File: config.mk
export PLATFORM = sky130hd
export DESIGN_NAME = alu_muldiv_flat
export DESIGN_NICKNAME = d
export VERILOG_FILES = /design/src/rtl/alu_pkg.sv /design/src/rtl/alu_muldiv_if.sv /design/src/rtl/muldiv_seq.sv /design/src/rtl/alu_muldiv.sv /design/src/flat_wrapper.sv
export SDC_FILE = /design/constraint.sdc
export NUM_CORES = 1
export LEC_CHECK = 0
export ABC_AREA = 0
export CAP_MARGIN = 10
export CORE_MARGIN = 2
export CORE_UTILIZATION = 55
export CTS_CLUSTER_DIAMETER = 50
export CTS_CLUSTER_SIZE = 14
export DETAILED_ROUTE_END_ITERATION = 8
export GPL_TIMING_DRIVEN = 1
export PLACE_DENSITY = 0.72
export SLEW_MARGIN = 0
export SYNTH_ARGS = -nofsm -noshare
export SYNTH_HDL_FRONTEND = slang
export SYNTH_SLANG_ARGS = --single-unit
File: constraint.sdc
create_clock -name clk -period 10.3 [get_ports clk]
set_input_delay 2.06 -clock clk [delete_from_list [all_inputs] [get_ports clk]]
set_output_delay 2.06 -clock clk [all_outputs]
set_load 0.03 [all_outputs]
File: src/rtl/alu_pkg.sv
// Shared definitions for the ALU with iterative multiply/divide:
// function codes, engine FSM states and engine operation select.
package alu_pkg;

   localparam logic [5:0] CTRL_SLL   = 6'd0;
   localparam logic [5:0] CTRL_SRL   = 6'd2;
   localparam logic [5:0] CTRL_MFHI  = 6'd16;
   localparam logic [5:0] CTRL_MFLO  = 6'd18;
   localparam logic [5:0] CTRL_MULTU = 6'd25;
   localparam logic [5:0] CTRL_DIVU  = 6'd27;
   localparam logic [5:0] CTRL_ADD   = 6'd32;
   localparam logic [5:0] CTRL_SUB   = 6'd34;
   localparam logic [5:0] CTRL_AND   = 6'd36;
   localparam logic [5:0] CTRL_OR    = 6'd37;
   localparam logic [5:0] CTRL_SLT   = 6'd42;

   typedef enum logic [1:0] {
      ST_IDLE = 2'd0,
      ST_RUN  = 2'd1,
      ST_DONE = 2'd2
   } state_t;

   typedef enum logic {
      OP_MUL = 1'b0,
      OP_DIV = 1'b1
   } md_op_t;

endpackage

File: src/rtl/alu_muldiv_if.sv
// Request/response bundle of the ALU: operation request in, registered
// result and engine status out.
interface alu_muldiv_if #(
   parameter int WIDTH = 32
);
   logic             in_valid;
   logic [5:0]       ctrl;
   logic [WIDTH-1:0] A;
   logic [WIDTH-1:0] B;
   logic [WIDTH-1:0] result;
   logic             result_valid;
   logic             busy;
   logic             done;
   logic             err;

   modport master (
      output in_valid, ctrl, A, B,
      input  result, result_valid, busy, done, err
   );

   modport slave (
      input  in_valid, ctrl, A, B,
      output result, result_valid, busy, done, err
   );
endinterface

File: src/rtl/muldiv_seq.sv
// Iterative unsigned multiply (shift-add) / divide (restoring) engine.
// One iteration per RUN cycle; HI/LO are only written when the last
// iteration completes, so an aborted run never leaves partial results.
module muldiv_seq
   import alu_pkg::*;
#(
   parameter int WIDTH  = 32,
   parameter int CYCLES = WIDTH
) (
   input  logic             clk,
   input  logic             rst,
   input  logic             i_start,
   input  md_op_t           i_op,
   input  logic [WIDTH-1:0] i_a,
   input  logic [WIDTH-1:0] i_b,
   output logic             o_busy,
   output logic             o_done,
   output logic [WIDTH-1:0] o_hi,
   output logic [WIDTH-1:0] o_lo
);

   localparam int              CNT_W = $clog2(CYCLES);
   localparam logic [CNT_W-1:0] LAST = CNT_W'(CYCLES - 1);

   state_t           r_state;
   md_op_t           r_op;
   logic [WIDTH-1:0] r_acc;    // product high half / partial remainder
   logic [WIDTH-1:0] r_q;      // multiplier / dividend shifting into quotient
   logic [WIDTH-1:0] r_opnd;   // multiplicand / divisor
   logic [WIDTH-1:0] r_hi;
   logic [WIDTH-1:0] r_lo;
   logic [CNT_W-1:0] r_cnt;
   logic             r_busy;
   logic             r_done;

   logic [WIDTH:0]   w_sum;
   logic [WIDTH:0]   w_shift;
   logic [WIDTH-1:0] w_diff;
   logic             w_ge;
   logic [WIDTH-1:0] w_acc_nx;
   logic [WIDTH-1:0] w_q_nx;

   // One iteration of the selected algorithm from the current partial state.
   always_comb begin
      // NOTE: every variable gets a default first so no path can infer a latch.
      w_acc_nx = r_acc;
      w_q_nx   = r_q;
      w_sum    = {1'b0, r_acc} + {1'b0, {WIDTH{r_q[0]}} & r_opnd};
      w_shift  = {r_acc, r_q[WIDTH-1]};
      w_ge     = (w_shift >= {1'b0, r_opnd});
      // When w_ge holds the true difference is below the divisor, so the
      // low WIDTH bits of the subtraction are exact.
      w_diff   = w_shift[WIDTH-1:0] - r_opnd;
      if (r_op == OP_MUL) begin
         w_acc_nx = w_sum[WIDTH:1];
         w_q_nx   = {w_sum[0], r_q[WIDTH-1:1]};
      end else begin
         w_acc_nx = w_ge ? w_diff : w_shift[WIDTH-1:0];
         w_q_nx   = {r_q[WIDTH-2:0], w_ge};
      end
   end

   // Engine FSM: latch operands, iterate, publish HI/LO with a done pulse.
   always_ff @(posedge clk or negedge rst) begin
      if (!rst) begin
         r_state <= ST_IDLE;
         r_op    <= OP_MUL;
         r_acc   <= '0;
         r_q     <= '0;
         r_opnd  <= '0;
         r_hi    <= '0;
         r_lo    <= '0;
         r_cnt   <= '0;
         r_busy  <= 1'b0;
         r_done  <= 1'b0;
      end else begin
         // NOTE: sequential state uses non-blocking assignments so every
         // register samples pre-edge values regardless of statement order.
         r_done <= 1'b0;
         case (r_state)
            ST_IDLE, ST_DONE: begin
               r_state <= ST_IDLE;
               if (i_start) begin
                  if (i_op == OP_DIV && i_b == '0) begin
                     // Divide by zero: skip the engine, publish fixed values.
                     r_hi    <= i_a;
                     r_lo    <= '1;
                     r_done  <= 1'b1;
                     r_state <= ST_DONE;
                  end else begin
                     r_op    <= i_op;
                     r_acc   <= '0;
                     r_q     <= (i_op == OP_MUL) ? i_b : i_a;
                     r_opnd  <= (i_op == OP_MUL) ? i_a : i_b;
                     r_cnt   <= '0;
                     r_busy  <= 1'b1;
                     r_state <= ST_RUN;
                  end
               end
            end
            ST_RUN: begin
               r_acc <= w_acc_nx;
               r_q   <= w_q_nx;
               r_cnt <= r_cnt + 1'b1;
               if (r_cnt == LAST) begin
                  r_hi    <= w_acc_nx;
                  r_lo    <= w_q_nx;
                  r_done  <= 1'b1;
                  r_busy  <= 1'b0;
                  r_state <= ST_DONE;
               end
            end
            default: begin
               r_busy  <= 1'b0;
               r_state <= ST_IDLE;
            end
         endcase
      end
   end

   assign o_busy = r_busy;
   assign o_done = r_done;
   assign o_hi   = r_hi;
   assign o_lo   = r_lo;

endmodule

File: src/rtl/alu_muldiv.sv
// ALU top: function-code decode, single-cycle datapath, registered
// result/err outputs and the iterative multiply/divide engine.
module alu_muldiv
   import alu_pkg::*;
#(
   parameter int WIDTH      = 32,
   parameter int MUL_CYCLES = WIDTH
) (
   input logic         clk,
   input logic         rst,
   alu_muldiv_if.slave bus
);

   localparam int SH_W = $clog2(WIDTH);

   logic [WIDTH-1:0] r_result;
   logic             r_result_valid;
   logic             r_err;

   logic             w_busy;
   logic             w_done;
   logic [WIDTH-1:0] w_hi;
   logic [WIDTH-1:0] w_lo;
   logic             w_accept;
   logic             w_simple;
   logic             w_md;
   logic             w_illegal;
   logic             w_div;
   logic             w_div_zero;
   logic             w_start;
   logic [SH_W-1:0]  w_shamt;
   logic [WIDTH-1:0] w_simple_res;

   // Requests arriving while the engine runs are dropped without side effects.
   assign w_accept   = bus.in_valid & ~w_busy;
   assign w_shamt    = bus.B[SH_W-1:0];
   assign w_div      = (bus.ctrl == CTRL_DIVU);
   assign w_div_zero = w_div & (bus.B == '0);
   assign w_illegal  = ~w_simple & ~w_md;
   assign w_start    = w_accept & w_md;

   // Decode the function code and compute the single-cycle result.
   always_comb begin
      w_simple     = 1'b1;
      w_md         = 1'b0;
      w_simple_res = '0;
      case (bus.ctrl)
         CTRL_AND:  w_simple_res = bus.A & bus.B;
         CTRL_OR:   w_simple_res = bus.A | bus.B;
         CTRL_ADD:  w_simple_res = bus.A + bus.B;
         CTRL_SUB:  w_simple_res = bus.A - bus.B;
         CTRL_SLT:  w_simple_res = {{(WIDTH-1){1'b0}}, ($signed(bus.A) < $signed(bus.B))};
         CTRL_SLL:  w_simple_res = bus.A << w_shamt;
         CTRL_SRL:  w_simple_res = bus.A >> w_shamt;
         CTRL_MFHI: w_simple_res = w_hi;
         CTRL_MFLO: w_simple_res = w_lo;
         CTRL_MULTU, CTRL_DIVU: begin
            w_simple = 1'b0;
            w_md     = 1'b1;
         end
         default:   w_simple = 1'b0;
      endcase
   end

   // Register simple-op results; err pulses on illegal codes and divide by zero.
   always_ff @(posedge clk or negedge rst) begin
      if (!rst) begin
         r_result       <= '0;
         r_result_valid <= 1'b0;
         r_err          <= 1'b0;
      end else begin
         r_result_valid <= w_accept & w_simple;
         r_err          <= w_accept & (w_illegal | w_div_zero);
         if (w_accept & w_simple) begin
            r_result <= w_simple_res;
         end
      end
   end

   muldiv_seq #(
      .WIDTH  (WIDTH),
      .CYCLES (MUL_CYCLES)
   ) u_muldiv (
      .clk     (clk),
      .rst     (rst),
      .i_start (w_start),
      .i_op    (w_div ? OP_DIV : OP_MUL),
      .i_a     (bus.A),
      .i_b     (bus.B),
      .o_busy  (w_busy),
      .o_done  (w_done),
      .o_hi    (w_hi),
      .o_lo    (w_lo)
   );

   assign bus.result       = r_result;
   assign bus.result_valid = r_result_valid;
   assign bus.err          = r_err;
   assign bus.busy         = w_busy;
   assign bus.done         = w_done;

endmodule

File: src/flat_wrapper.sv
// flat-port wrapper written by rule: the top's interface ports become plain ports
module alu_muldiv_flat import alu_pkg::*;
#(
   parameter int WIDTH      = 32,
   parameter int MUL_CYCLES = WIDTH
)
  (clk, rst, bus_in_valid, bus_ctrl, bus_A, bus_B, bus_result, bus_result_valid, bus_busy, bus_done, bus_err);
  alu_muldiv_if #(.WIDTH(WIDTH)) bus_i ();
  input logic clk;
  input logic rst;
  input wire logic [$bits(bus_i.in_valid)-1:0] bus_in_valid;
  input wire logic [$bits(bus_i.ctrl)-1:0] bus_ctrl;
  input wire logic [$bits(bus_i.A)-1:0] bus_A;
  input wire logic [$bits(bus_i.B)-1:0] bus_B;
  output wire logic [$bits(bus_i.result)-1:0] bus_result;
  output wire logic [$bits(bus_i.result_valid)-1:0] bus_result_valid;
  output wire logic [$bits(bus_i.busy)-1:0] bus_busy;
  output wire logic [$bits(bus_i.done)-1:0] bus_done;
  output wire logic [$bits(bus_i.err)-1:0] bus_err;
  assign bus_i.in_valid = bus_in_valid;
  assign bus_i.ctrl = bus_ctrl;
  assign bus_i.A = bus_A;
  assign bus_i.B = bus_B;
  assign bus_result = bus_i.result;
  assign bus_result_valid = bus_i.result_valid;
  assign bus_busy = bus_i.busy;
  assign bus_done = bus_i.done;
  assign bus_err = bus_i.err;
  alu_muldiv #(.WIDTH(WIDTH), .MUL_CYCLES(MUL_CYCLES)) u_core (.clk(clk), .rst(rst), .bus(bus_i));
endmodule
* Yosys cells after proc, flatten, opt, wreduce, memory -nomap -nowiden *
Cells that the tools add are included.

cells by class
  add/sub/neg operators = 5
  multipliers = 0
  div/mod/pow operators = 0
  $lt $le $gt $ge = 2
  equal/unequal tests = 17
  shifts and indexed selects = 2
  multiplexer cells = 38
  bitwise logic cells = 14
  reductions and logical operators = 12

operators with widths
  kind                                                  count
  two-way mux 32 bit                                    15
  case mux 32 bit (9 select lines)                      1
  case mux 32 bit (2 select lines)                      4
  bitwise AND 32 bit                                    2
  subtractor 32 bit                                     2
  adder 32 x 32 -> 33 bit                               1
  >= comparator 33 x 32 -> 1 bit                        1
  adder 32 bit                                          1
  zero test 32 bit                                      1
  < comparator 32 bit                                   1
  OR 32 bit                                             1
  left shift 32 x 5 -> 32 bit                           1
  right shift 32 x 5 -> 32 bit                          1
  equality test 6 bit (second input constant)           5
  equality test 6 x 5 -> 1 bit (second input constant)  4
  two-way mux 5 bit                                     2
  case mux 5 bit (2 select lines)                       1
  two-way mux 1 bit                                     9
  AND reduction 3 bit                                   3
  OR reduction 9 bit                                    1
  != test 2 bit (second input constant)                 4
  bitwise AND 1 bit                                     6
  equality test 6 x 2 -> 1 bit (second input constant)  1
  zero test 6 bit                                       1
  14 further kinds                                      21

storage, ports and cells
  register bits = 204
  bits in latches = 0
  memory bits (writable) = 0
  memory bits (read-only) = 0
  input bits = 73
  output and inout bits = 36
  word-level logic and storage cells = 103
  memories = 0

* Logic depth before layout (Yosys ltp) *
Gate-level depths: netlist of run 1.

  word-level depth = 7
  depth in mapped cells = 15
  gate-level depth less buffers = 14

* Hierarchy *
Synthesis of run 1 repeated with hierarchy kept, for this count alone.

second synthesis, totals
  cell total of the unflattened synthesis = 2885
  area, all modules = 22205.0 um2

by module, submodules not included
  module      times used  cells each  area an instance (um2)  sequential area each (um2)
  muldiv_seq  1           1463        12343.1                 4254.1
  alu_muldiv  1           1422        9862.0                  850.8

* Worst setup path before layout of run 1 *
OpenSTA, ideal clock, no wires.

  kind = input port to flip-flop
  start = input bus_B[3]
  end = register u_core.r_result[29] (netlist: u_core.bus.result[29])
  library setup time = 0.065 ns
  arrival time = 5.458 ns
  required time = 10.235 ns
  path slack = 4.777 ns
  stages on the path = 15
  path buffers = 3
  cell sequence = clkbuf_1 > inv_1 > buf_1 > clkbuf_1 > ha_1 > inv_1 > o221ai_1 > a2111oi_4 > nor3_2 > a2111oi_2 > nor2_1 > o31a_1 > o41a_1 > a2bb2oi_1 > o22a_1

between the ends
  cells in the longest elaborated chain, start to end = 2
  elaborated cells on any way between the ends = 5
  classes of those cells = 2 x add/sub; 2 x shift; 1 x mux

ends and longest elaborated chain
  what                                             line                source
  from (decl)                                      flat_wrapper.sv:14  input wire logic [$bits(bus_i.B)-1:0] bus_B;
  subtractor 32 bit, or another cell as far along  alu_muldiv.sv:51    CTRL_SUB: w_simple_res = bus.A - bus.B;
  case mux 32 bit (9 select lines) *               alu_muldiv.sv:47    case (bus.ctrl)
  to (signal assigned)                             alu_muldiv.sv:75    r_result <= w_simple_res;
  to (decl)                                        alu_muldiv.sv:16    logic [WIDTH-1:0] r_result;

Every way passes the cells marked *; elsewhere a longest branch is shown, timed or not.
A chain may end at the register's enable or synchronous reset.

* Final worst setup path of run 1 *
  start = input bus_B[29]
  end = register u_core.u_muldiv.r_hi[16] (netlist: u_core.u_muldiv.o_hi[16])

between the ends
  cells in the longest elaborated chain, start to end = 4

ends and longest elaborated chain
  what                                  line               source
  zero test 32 bit                      muldiv_seq.sv:84   if (i_op == OP_DIV && i_b == '0) begin
  logical AND 1 bit                     muldiv_seq.sv:84
  != test 2 bit (no source line)        -
  AND reduction 4 bit (no source line)  -
  to (signal assigned)                  muldiv_seq.sv:86   r_hi <= i_a;
  to (signal assigned)                  muldiv_seq.sv:106  r_hi <= w_acc_nx;
  to (decl)                             muldiv_seq.sv:30   logic [WIDTH-1:0] r_hi;

No other way between the ends.

==> out/results.ini, run 1 <==
[yosys]
netlist_instances=2810
synth_flop_cell=dfrtp_1
synth_fp_nets=3053
ys_seq_area_share_pct=23.9
synthSimpleGateAreaFrac_pct=18.2
synth_edf_count=0
synth_top_family_by_area=compound AO/OA/AOI/OAI gates
synth_compound_area_share_pct=31.4
syn_area_per_cell_sq_um=7.60
synthMuxAreaShare_pct=7.19
syn_area_sq_um=21400
ys_ff_latch=204
async_flop_share_pct=100
synth_fa_ha_area_share_pct=10.1
synth_warnings=0
synth-xor-area-share_pct=2.75
ys_types=88

[setup_path]
path_delay_family=buffers and inverters
end_kind=flip-flop
crit_type=in -> reg
r2r_start=u_core.u_muldiv.r_q[31]
critPathSlowestCell=nor4_1
rr_worst_depth=13
required_ps=10800
r2r_end=u_core.u_muldiv.o_hi[6]
arrival_ps=6140
crit_path_start_kind=input port
crit_top_cell=buf_4
rrSetupSlack_ps=5930
path_buf_inv=4
crit_path_cell_trace=clkdlybuf4s50_1 -> nor4_1 -> nand4_1 -> nor3_1 -> buf_4 -> a21oi_4 -> inv_2 -> buf_4 -> o2111ai_1 -> o21a_1
critPathMaxStageDelay_ps=960
crit_fanout=76

[final_layout]
fill_cells=3359
regArea_sq_um=5110
fin_cells=3319
multiInputGateArea_sq_um=15000
nNetsFinal=3025
antennaDiodeCount=0
drive_gt1_share_pct=6.25
area_growth_pct=10.6
mostFrequentLayoutCell=nor2_1
final_cell_mix=nor2_1, a21oi_1, nand2_1, o21ai_0, dfrtp_1
design_area_sq_um=23600

[power_and_ir_drop]
p_per_area_nw_per_um2=215
p_int_mw=2.64
clkPwrFrac_pct=19.8
p_total_mw=5.09
p_seq_share_pct=24.0
power.leakage_nw=10.1
combPwrFrac_pct=56.2
vdd_drop_max_uv=343
switchingPower_mw=2.44
swShare_pct=48.0

[floorplan]
initial_utilization_pct=55.6
dieArea_sq_um=40400
rows=72
die_h_um=201
die_w_um=201
ios=109
core-area_sq_um=38500

[global_route]
grt_overflow=0
antenna_found_initial=4
first_global_vias=21700
grt_max_degree=92
grt_pass1_wl_um=136000
track_usage_pct=43.8

[placed_design]
io_buffers=108
placedCellCount=3269
hpwl_um=67900
postPlaceCellArea_sq_um=22700
gp_congestion=1.08

[clocking]
ctsRootBufferMaster=clkbuf_16
hold_buffers=0
clkLatencyLatePin_ps=610
cts_tree=built
cts_setup_buffers=0
clk_pin_slew_worst_paths_ps=70
cts_resized=0
clock-sinks=204
cts.htree.levels=1
cts_buffers=28
cts_max_path_buffers=3

[sta]
period_minus_slack_ps=5640
rsz0062_at_grt=false
finalHoldViolCount=0
max_slew_margin_pct=26.1
final-setup-viol-count=0
worstMarginPinSlew_ps=1100
timing.setup.tns_ps=0
finalClockSkew_ps=30.2
final.period_utilization_pct=54.7
max_freq_mhz=177
slew_viol_final=0

[min_path]
hold_class=reg -> reg
worstHoldStart=u_core.bus.result[17]
whs_path_depth=1
worst_hold_path.endpoint=u_core.bus.result[17]

[routing]
drcViolationCount=0
drtAntennaViolNets=0
num_vias=23200
vias_per_cell=6.98
dr.first_iter.drc_count=3365
detail_route.wirelength_um=90700
drtPass1Iterations=7
wl_per_cell_um=27.3

[run_status]
status=completed

[flow_run]
cap_violations=0

[flip-flops by register name, summed over array words and instances, names as in the netlist]
register                 count
u_core.bus.err               1
u_core.bus.result           32
u_core.bus.result_valid      1
u_core.u_muldiv.o_busy       1
u_core.u_muldiv.o_done       1
u_core.u_muldiv.o_hi        32
u_core.u_muldiv.o_lo        32
u_core.u_muldiv.r_acc       32
u_core.u_muldiv.r_cnt        5
u_core.u_muldiv.r_op         1
u_core.u_muldiv.r_opnd      32
u_core.u_muldiv.r_q         32
u_core.u_muldiv.r_state      2
[routing by layer]
metal	track usage, %	part of all wire [%]	up-vias	routed length [um]
met3	12.1	13	279	11800
met1	60.0	40	11100	35900
met2	64.6	42	1626	38000
li1	-	-	10200	-
met5	0	0.040	-	36
met4	19.6	5.4	6	4900
[power groups by stage]
stage / clock (mW) / sequential [mW] / combinational (mW)
2_1_floorplan: 0 / 1.22 / 1.92
3_3_place_gp: 0 / 1.21 / 2.68
3_5_place_dp: 0 / 1.22 / 2.76
4_1_cts: 1.01 / 1.21 / 2.78
5_1_grt: 1.04 / 1.24 / 3.09
6_report: 1.01 / 1.22 / 2.86
[worst max path at each step]
stage / to / cells after the start / startpoint
5_1_grt: u_core.bus.result[26] / 13 / bus_A[10]
4_1_cts: u_core.bus.result[26] / 13 / bus_A[10]
6_report: u_core.u_muldiv.o_hi[16] / 10 / bus_B[29]
2_1_floorplan: u_core.bus.result[29] / 15 / bus_B[3]
3_3_place_gp: u_core.bus.result[26] / 13 / bus_A[10]
3_5_place_dp: u_core.bus.result[26] / 13 / bus_A[10]
[kinds of logic after synthesis]
logic type	count (synthesis)
AO/OA/AOI/OAI	1029
AND/OR/NAND/NOR	868
buffers and inverters	363
flip-flops	204
adder cells (fa/ha/maj)	170
multiplexers	109
XOR/XNOR	67
[synthesized netlist by cell type, types with 18 or more instances]
library cell / number / share of area [%]
nand4_1: 21 / 0.61
o21ai_1: 18 / 0.42
a221oi_1: 33 / 1.4
buf_1: 22 / 0.39
a211o_1: 18 / 0.74
a31oi_1: 28 / 0.82
o21bai_1: 20 / 0.70
o211ai_1: 60 / 2.1
nand2b_1: 21 / 0.61
nor4_1: 19 / 0.56
a211oi_1: 63 / 2.2
and2_1: 43 / 1.3
o21ai_0: 217 / 5.1
nor3_1: 36 / 0.84
nand3_1: 47 / 1.1
mux4_2: 35 / 3.7
xnor2_1: 38 / 1.6
nor2_1: 329 / 5.8
xor2_1: 29 / 1.2
o2111ai_1: 23 / 0.94
o22ai_1: 19 / 0.56
a22oi_1: 28 / 0.98
clkbuf_1: 170 / 3.0
a21oi_1: 296 / 6.9
nor2b_1: 45 / 1.3
dfrtp_1: 204 / 24
a21o_1: 55 / 1.9
mux2i_1: 68 / 3.2
inv_1: 153 / 2.7
nand2_1: 255 / 4.5
ha_1: 166 / 9.7
or3_1: 18 / 0.53
[stage by stage]
step | worst slack [ps] | hold WS (ps) | util [%]
after detailed placement | 4120 | 481 | 58.9
final | 4660 | 490 | 61.4
after global routing | 4490 | 516 | 61.4
after CTS | 4720 | 500 | 61.4
after floorplan | 4780 | 451 | -
after global placement | 4290 | 470 | 58.9
[final cells by class]
type | count | share of cell area, %
clock buffers | 31 | 3.10
inverters | 158 | 2.51
flip-flops and latches | 204 | 21.6
repair buffers | 147 | 5.75
well taps | 518 | 2.74
clock inverters | 18 | 0.995
multi-input cells | 2243 | 63.3
Power figures use the tool's default switching activity.
==> run 2, diff against run 1 <==
==> constraint.sdc (replaced) <==
create_clock -name clk -period 5.5 [get_ports clk]
set_input_delay 1.1 -clock clk [delete_from_list [all_inputs] [get_ports clk]]
set_output_delay 1.1 -clock clk [all_outputs]
set_load 0.03 [all_outputs]
==> out/results.ini, run 2 (synthesized netlist as in run 1, its figures left out) <==
[run_status]
status=completed

[clocking]
cts_tree=built
cts_buffers=27  ; -3.6%
clkLatencyLatePin_ps=570  ; -40 ps
clock-sinks=204  ; unchanged
cts_max_path_buffers=3  ; unchanged
cts_setup_buffers=0  ; unchanged
ctsRootBufferMaster=clkbuf_16
cts.htree.levels=1  ; unchanged
clk_pin_slew_worst_paths_ps=60  ; about the same
cts_resized=0  ; unchanged
hold_buffers=0  ; unchanged

[final_layout]
final_cell_mix=nor2_1, a21oi_1, nand2_1, o21ai_0, dfrtp_1
area_growth_pct=11.9
fin_cells=3350  ; +0.93%
nNetsFinal=3058  ; +1.1%
mostFrequentLayoutCell=nor2_1
drive_gt1_share_pct=7.21  ; +0.96 points

[routing]
num_vias=23200  ; +0.36%
vias_per_cell=6.94  ; -0.57%
drtAntennaViolNets=0  ; unchanged
detail_route.wirelength_um=89700  ; -1.1%
dr.first_iter.drc_count=3109  ; -7.6%
wl_per_cell_um=26.8  ; -2.0%
drcViolationCount=0  ; unchanged
drtPass1Iterations=7  ; unchanged

[sta]
rsz0062_at_grt=false
finalClockSkew_ps=17.2  ; -13.0 ps
finalHoldViolCount=0  ; unchanged
max_freq_mhz=226
period_minus_slack_ps=4420
max_slew_margin_pct=26.3  ; +0.16 points
timing.setup.tns_ps=0  ; unchanged
final-setup-viol-count=0  ; unchanged
slew_viol_final=0  ; unchanged
final.period_utilization_pct=80.3
worstMarginPinSlew_ps=1100  ; -2.42 ps

[placed_design]
io_buffers=108  ; unchanged
gp_congestion=1.05  ; -2.5%
placedCellCount=3304  ; +1.1%
hpwl_um=68700  ; +1.2%

[global_route]
track_usage_pct=43.2  ; -0.58 points
grt_overflow=0  ; unchanged
grt_max_degree=127  ; +38%
first_global_vias=21900  ; +0.87%
grt_pass1_wl_um=135000  ; -1.1%
antenna_found_initial=2  ; -2

[floorplan]
die_w_um=201  ; unchanged
rows=72  ; unchanged
die_h_um=201  ; unchanged
dieArea_sq_um=40400  ; unchanged
ios=109  ; unchanged
initial_utilization_pct=55.6  ; unchanged
core-area_sq_um=38500  ; unchanged

[setup_path]
crit_fanout=11  ; -86%
end_kind=flip-flop
worstSetupEndpoint=u_core.bus.result[13]
rrSetupSlack_ps=1100  ; -4830 ps
rr_worst_depth=13  ; unchanged
crit_path_start_kind=input port
r2r_end=u_core.u_muldiv.o_hi[6]
required_ps=5940  ; -4860 ps
arrival_ps=4860  ; -1280 ps
r2r_start=u_core.u_muldiv.r_q[31]
crit_type=in -> reg
startpoint=bus_B[6]

[power_and_ir_drop]
power.leakage_nw=10.3  ; +1.5%
p_per_area_nw_per_um2=393  ; +83%
vdd_drop_max_uv=670  ; +95%

[min_path]
hold_class=reg -> reg

[flow_run]
cap_violations=0  ; unchanged

## run 2: per-stage QoR
stage	setup slack [ps]	hold WS, ps	total power [mW]	util (%)	instance area [sq um]
3_5_place_dp	558	482	7.44	59.8	23000
3_3_place_gp	671	471	7.30	59.8	23000
6_report	1080	489	9.40	62.1	23900
4_1_cts	1130	494	9.25	62.1	23900
2_1_floorplan	937	451	5.88	-	21400
5_1_grt	877	511	9.95	62.1	23900
## run 2: cell type report
| class | count | area (sq um) |
|---|---|---|
| repair buffers | 181 | 1700 |
| inverters | 158 | 593 |
| clock buffers | 30 | 697 |
| diodes | 1 | 2.50 |
| flip-flops and latches | 204 | 5110 |
| multi-input cells | 2243 | 14900 |
| well taps | 518 | 648 |
| clock inverters | 15 | 199 |
| fillers | 3452 | 14600 |
## run 2: routing by layer
layer  vias up  GRT usage (%)  share of wire (%)
li1      10300              -                  -
met1     11200           59.3                 40
met2      1544           65.1                 43
met3       273           9.94                 12
met4         0           19.3                5.3
met5         -              0                  0
## run 2: how the worst min path moves through the flow
| stage | startpoint | to | slack, ps | depth (start not counted) |
|---|---|---|---|---|
| finish | u_core.bus.result[17] | u_core.bus.result[17] | 490 | 1 |
| global route | u_core.bus.result[17] | u_core.bus.result[17] | 510 | 1 |
| CTS | u_core.u_muldiv.o_hi[13] | u_core.u_muldiv.o_hi[13] | 490 | 2 |
| detailed placement | u_core.bus.result[17] | u_core.bus.result[17] | 480 | 1 |
| global placement | u_core.u_muldiv.o_hi[9] | u_core.u_muldiv.o_hi[9] | 470 | 2 |
| floorplan | u_core.u_muldiv.o_hi[1] | u_core.u_muldiv.o_hi[1] | 450 | 2 |
## run 2: where the power goes
group	total, mW	switching [mW]	internal [mW]
clock network	1.78	0.791	0.991
registers	2.28	0.398	1.88
logic	5.34	3.31	2.04
total	9.40	4.49	4.91
## run 2: worst max-delay path, stage by stage
cell             delay (ps)
clkdlybuf4s50_1         630
inv_1                   140
ha_1                    460
a21o_1                  220
a221oi_1                570
o31ai_1                 280
a21oi_1                 210
o21bai_1                150
a31o_2                  290
a221o_1                 310
a221oi_1                400
nor2_1                   90
